==> src/rtl/apu_pkg.sv <==
// Types and defaults shared between the loop sequencer and the apu.
// Holds the sweep FSM state encoding and the loop-index type.
package apu_pkg;

   localparam int BITS_DEF         = 8;
   localparam int LOG_LOOP_CNT_DEF = 1;

   typedef enum logic [1:0] {
      IDLE = 2'd0,
      RUN  = 2'd1,
      DONE = 2'd2
   } seq_state_e;

   typedef logic [LOG_LOOP_CNT_DEF-1:0] loop_idx_t;

endpackage

==> src/rtl/loop_sequencer_if.sv <==
// Configuration, control and iteration-stream signals of the loop sequencer.
// The master modport drives configuration and control; the slave is the sequencer.
interface loop_sequencer_if
   import apu_pkg::*;
#(
   parameter int BITS         = BITS_DEF,
   parameter int LOG_LOOP_CNT = LOG_LOOP_CNT_DEF
);
   localparam int LOOP_CNT = 1 << LOG_LOOP_CNT;

   logic                       cfg_we;
   logic [LOG_LOOP_CNT-1:0]    cfg_idx;
   logic [BITS-1:0]            cfg_bound;
   logic                       start;
   logic                       stall;
   logic                       busy;
   logic                       done;
   logic                       iter_valid;
   logic [LOOP_CNT*BITS-1:0]   iter_idx;
   logic [BITS-1:0]            di;
   logic [LOG_LOOP_CNT-1:0]    loop_var;
   logic                       change_loop_var;

   modport master (
      output cfg_we, cfg_idx, cfg_bound, start, stall,
      input  busy, done, iter_valid, iter_idx, di, loop_var, change_loop_var
   );

   modport slave (
      input  cfg_we, cfg_idx, cfg_bound, start, stall,
      output busy, done, iter_valid, iter_idx, di, loop_var, change_loop_var
   );

endinterface

==> src/rtl/loop_level.sv <==
// One nested-loop counter: increments when enabled, wraps at bound-1.
// at_max_o lets the parent form the carry into the next level.
module loop_level #(
   parameter int BITS = 8
) (
   input  logic            clk,
   input  logic            reset,
   input  logic            clear_i,
   input  logic            en_i,
   input  logic [BITS-1:0] bound_i,
   output logic [BITS-1:0] cnt_o,
   output logic            at_max_o
);

   logic [BITS-1:0] cnt_q, cnt_d;

   assign at_max_o = (cnt_q == bound_i - 1'b1);
   assign cnt_o    = cnt_q;

   // NOTE: cnt_d gets a default before any branch so no path leaves it unassigned (no latch).
   always_comb begin
      cnt_d = cnt_q;
      if (clear_i)   cnt_d = '0;
      else if (en_i) cnt_d = at_max_o ? '0 : cnt_q + 1'b1;
   end

   // NOTE: sequential state uses <= so every flop samples pre-edge values.
   always_ff @(posedge clk or posedge reset) begin
      if (reset) cnt_q <= '0;
      else       cnt_q <= cnt_d;
   end

endmodule

==> src/rtl/loop_sequencer.sv <==
// Nested-loop iteration generator feeding the apu step stream (di, loop_var,
// change_loop_var); level 0 is innermost, levels chain through wrap carries.
module loop_sequencer
   import apu_pkg::*;
#(
   parameter int BITS         = BITS_DEF,
   parameter int LOG_LOOP_CNT = LOG_LOOP_CNT_DEF
) (
   input logic             clk,
   input logic             reset,
   loop_sequencer_if.slave bus
);

   localparam int LOOP_CNT = 1 << LOG_LOOP_CNT;

   seq_state_e              state_q;
   logic [BITS-1:0]         bound_q [LOOP_CNT];
   logic                    busy_q, done_q, iter_valid_q, change_q, first_q;
   logic [BITS-1:0]         di_q;
   logic [LOG_LOOP_CNT-1:0] loop_var_q;

   logic [BITS-1:0]         cnt    [LOOP_CNT];
   logic [LOOP_CNT-1:0]     at_max, en, inc;
   logic [LOOP_CNT*BITS-1:0] idx_flat;
   logic [LOG_LOOP_CNT-1:0] step_lv;
   logic                    advance, clear, all_max, any_zero;

   assign all_max = &at_max;
   assign advance = (state_q == RUN) && !bus.stall && !all_max;
   assign clear   = (state_q == IDLE) && bus.start;

   // Carry chain: a level steps only when every level below it is wrapping.
   always_comb begin
      en    = '0;
      en[0] = advance;
      for (int k = 1; k < LOOP_CNT; k++) en[k] = en[k-1] & at_max[k-1];
      inc = en & ~at_max;
   end

   always_comb begin
      step_lv = '0;
      for (int k = 0; k < LOOP_CNT; k++)
         if (inc[k]) step_lv = LOG_LOOP_CNT'(k);
   end

   always_comb begin
      any_zero = 1'b0;
      idx_flat = '0;
      for (int k = 0; k < LOOP_CNT; k++) begin
         if (bound_q[k] == '0) any_zero = 1'b1;
         idx_flat[k*BITS +: BITS] = cnt[k];
      end
   end

   for (genvar g = 0; g < LOOP_CNT; g++) begin : g_level
      loop_level #(.BITS(BITS)) u_level (
         .clk      (clk),
         .reset    (reset),
         .clear_i  (clear),
         .en_i     (en[g]),
         .bound_i  (bound_q[g]),
         .cnt_o    (cnt[g]),
         .at_max_o (at_max[g])
      );
   end

   // NOTE: the bound table is a handful of flops, so it is reset like any other register.
   always_ff @(posedge clk or posedge reset) begin
      if (reset) begin
         state_q      <= IDLE;
         for (int k = 0; k < LOOP_CNT; k++) bound_q[k] <= '0;
         busy_q       <= 1'b0;
         done_q       <= 1'b0;
         iter_valid_q <= 1'b0;
         di_q         <= '0;
         loop_var_q   <= '0;
         change_q     <= 1'b0;
         first_q      <= 1'b0;
      end else begin
         done_q   <= 1'b0;
         di_q     <= '0;
         change_q <= 1'b0;
         if (bus.cfg_we && state_q != RUN) bound_q[bus.cfg_idx] <= bus.cfg_bound;
         unique case (state_q)
            IDLE: begin
               if (bus.start) begin
                  if (any_zero) begin
                     state_q <= DONE;
                     done_q  <= 1'b1;
                  end else begin
                     state_q      <= RUN;
                     busy_q       <= 1'b1;
                     iter_valid_q <= 1'b1;
                     first_q      <= 1'b1;
                  end
               end
            end
            RUN: begin
               if (!bus.stall) begin
                  if (all_max) begin
                     state_q      <= DONE;
                     busy_q       <= 1'b0;
                     iter_valid_q <= 1'b0;
                     done_q       <= 1'b1;
                  end else begin
                     di_q       <= BITS'(1);
                     loop_var_q <= step_lv;
                     change_q   <= first_q || (step_lv != loop_var_q);
                     first_q    <= 1'b0;
                  end
               end
            end
            DONE:    state_q <= IDLE;
            default: state_q <= IDLE;
         endcase
      end
   end

   assign bus.busy            = busy_q;
   assign bus.done            = done_q;
   assign bus.iter_valid      = iter_valid_q;
   assign bus.iter_idx        = idx_flat;
   assign bus.di              = di_q;
   assign bus.loop_var        = loop_var_q;
   assign bus.change_loop_var = change_q;

endmodule
==> src/flat_wrapper.sv <==
// flat-port wrapper written by rule: the top's interface ports become plain ports
module loop_sequencer_flat import apu_pkg::*;
#(
   parameter int BITS         = BITS_DEF,
   parameter int LOG_LOOP_CNT = LOG_LOOP_CNT_DEF
)
  (clk, reset, bus_cfg_we, bus_cfg_idx, bus_cfg_bound, bus_start, bus_stall, bus_busy, bus_done, bus_iter_valid, bus_iter_idx, bus_di, bus_loop_var, bus_change_loop_var);
  loop_sequencer_if #(.BITS(BITS), .LOG_LOOP_CNT(LOG_LOOP_CNT)) bus_i ();
  input logic clk;
  input logic reset;
  input wire logic [$bits(bus_i.cfg_we)-1:0] bus_cfg_we;
  input wire logic [$bits(bus_i.cfg_idx)-1:0] bus_cfg_idx;
  input wire logic [$bits(bus_i.cfg_bound)-1:0] bus_cfg_bound;
  input wire logic [$bits(bus_i.start)-1:0] bus_start;
  input wire logic [$bits(bus_i.stall)-1:0] bus_stall;
  output wire logic [$bits(bus_i.busy)-1:0] bus_busy;
  output wire logic [$bits(bus_i.done)-1:0] bus_done;
  output wire logic [$bits(bus_i.iter_valid)-1:0] bus_iter_valid;
  output wire logic [$bits(bus_i.iter_idx)-1:0] bus_iter_idx;
  output wire logic [$bits(bus_i.di)-1:0] bus_di;
  output wire logic [$bits(bus_i.loop_var)-1:0] bus_loop_var;
  output wire logic [$bits(bus_i.change_loop_var)-1:0] bus_change_loop_var;
  assign bus_i.cfg_we = bus_cfg_we;
  assign bus_i.cfg_idx = bus_cfg_idx;
  assign bus_i.cfg_bound = bus_cfg_bound;
  assign bus_i.start = bus_start;
  assign bus_i.stall = bus_stall;
  assign bus_busy = bus_i.busy;
  assign bus_done = bus_i.done;
  assign bus_iter_valid = bus_i.iter_valid;
  assign bus_iter_idx = bus_i.iter_idx;
  assign bus_di = bus_i.di;
  assign bus_loop_var = bus_i.loop_var;
  assign bus_change_loop_var = bus_i.change_loop_var;
  loop_sequencer #(.BITS(BITS), .LOG_LOOP_CNT(LOG_LOOP_CNT)) u_core (.clk(clk), .reset(reset), .bus(bus_i));
endmodule
==> config.mk <==
export PLATFORM = sky130hd
export DESIGN_NAME = loop_sequencer_flat
export DESIGN_NICKNAME = d
export VERILOG_FILES = /design/src/rtl/apu_pkg.sv /design/src/rtl/loop_sequencer_if.sv /design/src/rtl/loop_level.sv /design/src/rtl/loop_sequencer.sv /design/src/flat_wrapper.sv
export SDC_FILE = /design/constraint.sdc
export NUM_CORES = 1
export LEC_CHECK = 0
export CORE_ASPECT_RATIO = 0.7
export CORE_MARGIN = 3
export CORE_UTILIZATION = 30
export DETAILED_ROUTE_END_ITERATION = 8
export SKIP_CTS_REPAIR_TIMING = 1
export SLEW_MARGIN = 20
export SYNTH_ARGS = -nofsm -noshare
export SYNTH_HDL_FRONTEND = slang
export SYNTH_SLANG_ARGS = --single-unit
==> constraint.sdc <==
create_clock -name clk -period 4.6 [get_ports clk]
set_clock_uncertainty 0.05 [all_clocks]
set_input_delay 0.46 -clock clk [delete_from_list [all_inputs] [get_ports clk]]
set_output_delay 0.46 -clock clk [all_outputs]
set_load 0.02 [all_outputs]
Word-level counts from Yosys, hierarchy flattened
Cells that the tools add are included.
Widths: inputs -> output; s select.
{"block": "totals", "register_bits": 47, "latch_bits": 0, "ramBits": 0, "rom_bits": 0, "out_inout_bits": 29, "word_cells": 88, "memories": 0}
{"block": "classes", "n_addsub": 4, "multipliers": 0, "n_div": 0, "magnitude_cmp": 2, "eq_ne": 10, "n_shift": 0, "n_mux": 36, "bitwise": 6, "reduce_logical": 19}
{"op": "$mux 8", "count": 9}
{"op": "$mux 1", "count": 17}
{"op": "$add 8x1->8 const B", "count": 2}
{"op": "$bwmux 16", "count": 1}
{"op": "$eq 8x8->1", "count": 2}
{"op": "$logic_not 8->1", "count": 2}
{"op": "$sub 8x1->8 const B", "count": 2}
{"op": "$reduce_and 5->1", "count": 2}
{"op": "$demux 8 s1", "count": 1}
{"op": "$mux 2", "count": 4}
{"op": "$ne 2x2->1 const B", "count": 4}
{"op": "$pmux 1 s2", "count": 3}
{"op": "$reduce_and 3->1", "count": 2}
{"op": "$reduce_bool 2->1", "count": 3}
{"op": "$logic_and 1x1->1", "count": 5}
{"op": "$ne 2x1->1 const B", "count": 2}
{"op": "$pmux 2 s2", "count": 1}
{"op": "$and 2x2->2", "count": 1}
{"op": "$eq 2x1->1 const B", "count": 1}
{"op": "$ge 2x2->1 const B", "count": 1}
{"op": "$logic_not 1->1", "count": 2}
{"op": "$logic_not 2->1", "count": 1}
{"op": "$lt 2x1->1 const B", "count": 1}
{"op": "$not 1->1", "count": 2}
{"op": "6 further kinds", "count": 6}

Longest topological paths before layout
{"block": "depth", "word_depth": 13, "mapped_depth": 11}

By module
From an unflattened synthesis, not the netlist that was laid out.
{"block": "unflattened", "hier_cells": 239, "hier_area_um2": 2494.9}
{"module": "loop_sequencer", "n_inst": 1, "cells_per_inst": 79, "area_per_inst_um2": 1048.5, "seq_area_each_um2": 600.6}
{"module": "loop_level (u_core.g_level[0].u_level)", "n_inst": 1, "cells_per_inst": 85, "area_per_inst_um2": 754.5, "seq_area_each_um2": 200.2}
{"module": "loop_level (u_core.g_level[1].u_level)", "n_inst": 1, "cells_per_inst": 75, "area_per_inst_um2": 691.9, "seq_area_each_um2": 200.2}

Least setup slack after synthesis
No wires, ideal clock.
{"block": "synth_timing", "path_kind": "reg2reg", "from": "reg u_core.bound_q[8] (netlist name)", "to": "reg u_core.g_level[1].u_level.cnt_q[3]", "arrival_time_ns": 2.738, "slack_ns": 1.682, "path_stages_with_launch": 10, "n_path_buf": 2, "cell_sequence": "dfrtp_1 > or4_4 > nor2_1 > mux2_2 > a311oi_4 > or3b_1 > buf_2 > clkbuf_1 > o21ai_0 > a21oi_1"}
{"block": "synth_via", "elab_chain_cells": 7}
{"item": "start, declared", "line": "loop_sequencer.sv:17", "text": "logic [BITS-1:0] bound_q [LOOP_CNT];"}
{"item": "start signal, assigned by index", "line": "loop_sequencer.sv:83", "text": "if (bus.cfg_we && state_q != RUN) bound_q[bus.cfg_idx] <= bus.cfg_bound;"}
{"item": "$sub 8x1->8 *", "line": "loop_level.sv:17", "text": "assign at_max_o = (cnt_q == bound_i - 1'b1);"}
{"item": "$eq 8x8->1 *", "line": "loop_level.sv:17"}
{"item": "$reduce_and 2->1", "line": "loop_sequencer.sv:28", "text": "assign all_max = &at_max;"}
{"item": "$logic_not 1->1", "line": "loop_sequencer.sv:29", "text": "assign advance = (state_q == RUN) && !bus.stall && !all_max;"}
{"item": "$logic_and 1x1->1", "line": "loop_sequencer.sv:29"}
{"item": "$and 1x1->1 *", "line": "loop_sequencer.sv:36", "text": "for (int k = 1; k < LOOP_CNT; k++) en[k] = en[k-1] & at_max[k-1];"}
{"item": "$reduce_bool 2->1 (no line) *"}
{"item": "end signal, assigned", "line": "loop_level.sv:30", "text": "else cnt_q <= cnt_d;"}
{"item": "end, declared", "line": "loop_level.sv:15", "text": "logic [BITS-1:0] cnt_q, cnt_d;"}
Every way passes the cells marked *; elsewhere a longest branch is shown, timed or not.
A chain may end at the register's enable or synchronous reset.

Worst setup path after layout
{"block": "layout_timing", "from": "reg u_core.bound_q[8] (netlist name)", "to": "reg u_core.g_level[1].u_level.cnt_q[6]"}
The elaborated chain is that of the path after synthesis.

==> out/metrics.yaml <==
outcome: "finished, final reports clean"
grt_overflow: 0
numPortBuffers: 35
grt.total_usage_pct: 12.9
place_congestion: 0.830
grt_max_degree: 41
clk_latency_ns: 0.30
r2r-start: "u_core.bound_q[8]"
rows: 26
first_global_vias: 1708
multiInputGateArea_sq_mm: 0.00123
critPathLaunchType: "flop"
reg2reg_depth: 9
syn_area_per_cell_sq_um: 9.71
synth-seq-cells: 40
synth_flop_cell: "dfrtp_1"
synth-warning-count: 0
crit_path_end_kind: "flop"
cts_max_level: 2
clock_sinks: 40
crit_arrival_ns: 3.61
layout_commonest_cell: "dfrtp_1"
synthToLayoutAreaGrowth_pct: 22.5
synth_edf_count: 0
cap_violations: 0
place_hpwl_um: 4240
start_util_pct: 31.4
fin_tns_setup_ns: 0
path_class: "flop to flop"
rsz0062_at_grt: "no"
syn_inst: 241
clkTransAtPathRegs_ns: 0.09
drc: 0
antenna_found_initial: 0
antenna_left: 0
critPathMaxFanout: 20
core-area_sq_mm: 0.00745
ys_seq_area_share_pct: 42.8
drt-wirelength-per-cell_um: 14.8
postLayoutCoreUtil_pct: 38.5
cts-buffers-inserted: 5
fill_cells: 746
avgViaCountPerCell: 5.09
drt_pass1_iterations: 4
die_h_um: 79.9
io_pins: 43
grt_pass1_wl_um: 9230
yosysUniqueCellTypes: 49
drt_wl_total_um: 5520
drtIter0Drc: 120
die_area_sq_mm: 0.00892
via_count: 1902
fin_crit_sh_pct: 74.7
slew_headroom_pct: 34.3
p_leak_nw: 1.16
fin_hold_ws_ns: 0.444
maxSlewViolCount: 0
async_flop_share_pct: 100
cts_tree: "built"
hold_depth: 1
vdd_drop_max_mv: 0.218
most-common-layout-cells: "dfrtp_1, clkdlybuf4s50_1, nand2_1, nor2_1, a21oi_1"
required_ns: 4.77
fmax_ghz: 0.291
antenna_cells: 0
min_path_type: "flop to flop"
tightest_slew_ns: 0.977
die_x_um: 112
cp-startpoint: "u_core.bound_q[8]"
hold_path.startpoint: "u_core.state_q[1]"
worst_slack_ns: 1.17
clock-root-buffer: "clkbuf_8"
final-setup-viol-count: 0
dp_slack_ns: 1.17
fin_crit_ns: 3.43
finalPower_mw: 1.54
power_density_mw_per_mm2: 538
syn_area_sq_mm: 0.00234
clockBufferDepth: 2
layout-drive-gt1-share_pct: 11.2
nets: 294
hold_violations: 0
regArea_sq_mm: 0.00100
## through the flow
step,instance area (sq um),std cells
floorplan,2360,247
global placement,2760,366
detailed placement,2760,366
CTS,2870,374
global route,2870,374
finish,2870,374
## synth_stat cells, types with 2 or more instances
library cell,count,area share (%)
o31ai_1,3,0.96
clkbuf_1,6,0.96
and3_1,2,0.53
nor2_1,15,2.4
ha_1,5,2.7
o21ai_0,12,2.6
xnor2_1,13,4.9
nand2b_1,2,0.53
buf_4,8,2.6
nand4_1,3,0.80
a21bo_2,2,0.86
a21oi_1,15,3.2
inv_1,12,1.9
nor2b_1,2,0.53
mux2_2,14,6.7
nand3b_1,3,0.96
or3_1,4,1.1
nor4_1,2,0.53
o21a_1,2,0.64
nand4b_1,2,0.75
dfrtp_1,40,43
a31o_2,2,0.75
nor3_1,6,1.3
o211ai_1,2,0.64
nand3_1,14,3.0
and2_1,3,0.80
xor2_1,10,3.7
nand2_1,16,2.6
## final cells by class
cell class	count	area share, %
Multi-Input combinational cell	180	42.9
Sequential cell	40	34.9
Timing Repair Buffer	36	12.5
Tap cell	98	4.28
Clock buffer	5	2.40
Inverter	12	1.57
Clock inverter	3	1.48
## power by group
group | switching [mW] | total, mW | leakage (nW) | internal, mW
logic | 0.318 | 0.639 | 0.600 | 0.321
registers | 0.157 | 0.611 | 0.511 | 0.454
clock network | 0.132 | 0.293 | 0.0541 | 0.161
## worst paths after layout
check	slack, ns	to
worst min-delay path	0.44	u_core.state_q[1]
worst max register to register	1.17	u_core.g_level[1].u_level.cnt_o[6]
min in group asynchronous	0.55	u_core.g_level[0].u_level.cnt_o[1]
worst max-delay path	1.17	u_core.g_level[1].u_level.cnt_o[6]
worst min register to register	0.44	u_core.state_q[1]
max in group asynchronous	3.59	u_core.bound_q[6]
## metal layers
| metal | GRT usage, % | wire length [um] |
|---|---|---|
| met3 | 3.48 | 309 |
| met5 | 0 | 0 |
| met1 | 20.1 | 2910 |
| met4 | 2.55 | 25 |
| met2 | 17.4 | 2280 |
## sequential cells by signal, indices dropped and copies added (netlist names)
register	cells
u_core.bus.done	1
u_core.bus.loop_var	1
u_core.bound_q	16
u_core.state_q	2
u_core.bus.busy	1
u_core.g_level.u_level.cnt_o	16
u_core.first_q	1
u_core.bus.di	1
u_core.bus.change_loop_var	1
## critical path, stage by stage (launching register included)
cell      delay (ns)
dfrtp_1         0.42
inv_1           0.09
ha_1            0.24
nor4b_2         0.39
a21oi_1         0.12
nand4b_1        0.24
a311oi_4        0.41
or3b_1          0.66
or4_1           0.59
a21oi_1         0.15
## cells by family (layout without fill, tap and decap cells)
kind of cell | Yosys count | count (layout) | share of synthesized area (%)
adder cells (fa/ha/maj) | 5 | 5 | 2.67
flip-flops | 40 | 40 | 42.8
AND/OR/NAND/NOR | 80 | 80 | 18.2
multiplexers | 15 | 15 | 7.16
AO/OA/AOI/OAI | 50 | 50 | 14.8
buffers and inverters | 27 | 56 | 5.67
other | 1 | 7 | 0.160
XOR/XNOR | 23 | 23 | 8.60
No activity file was read; power rests on OpenSTA's default activity.
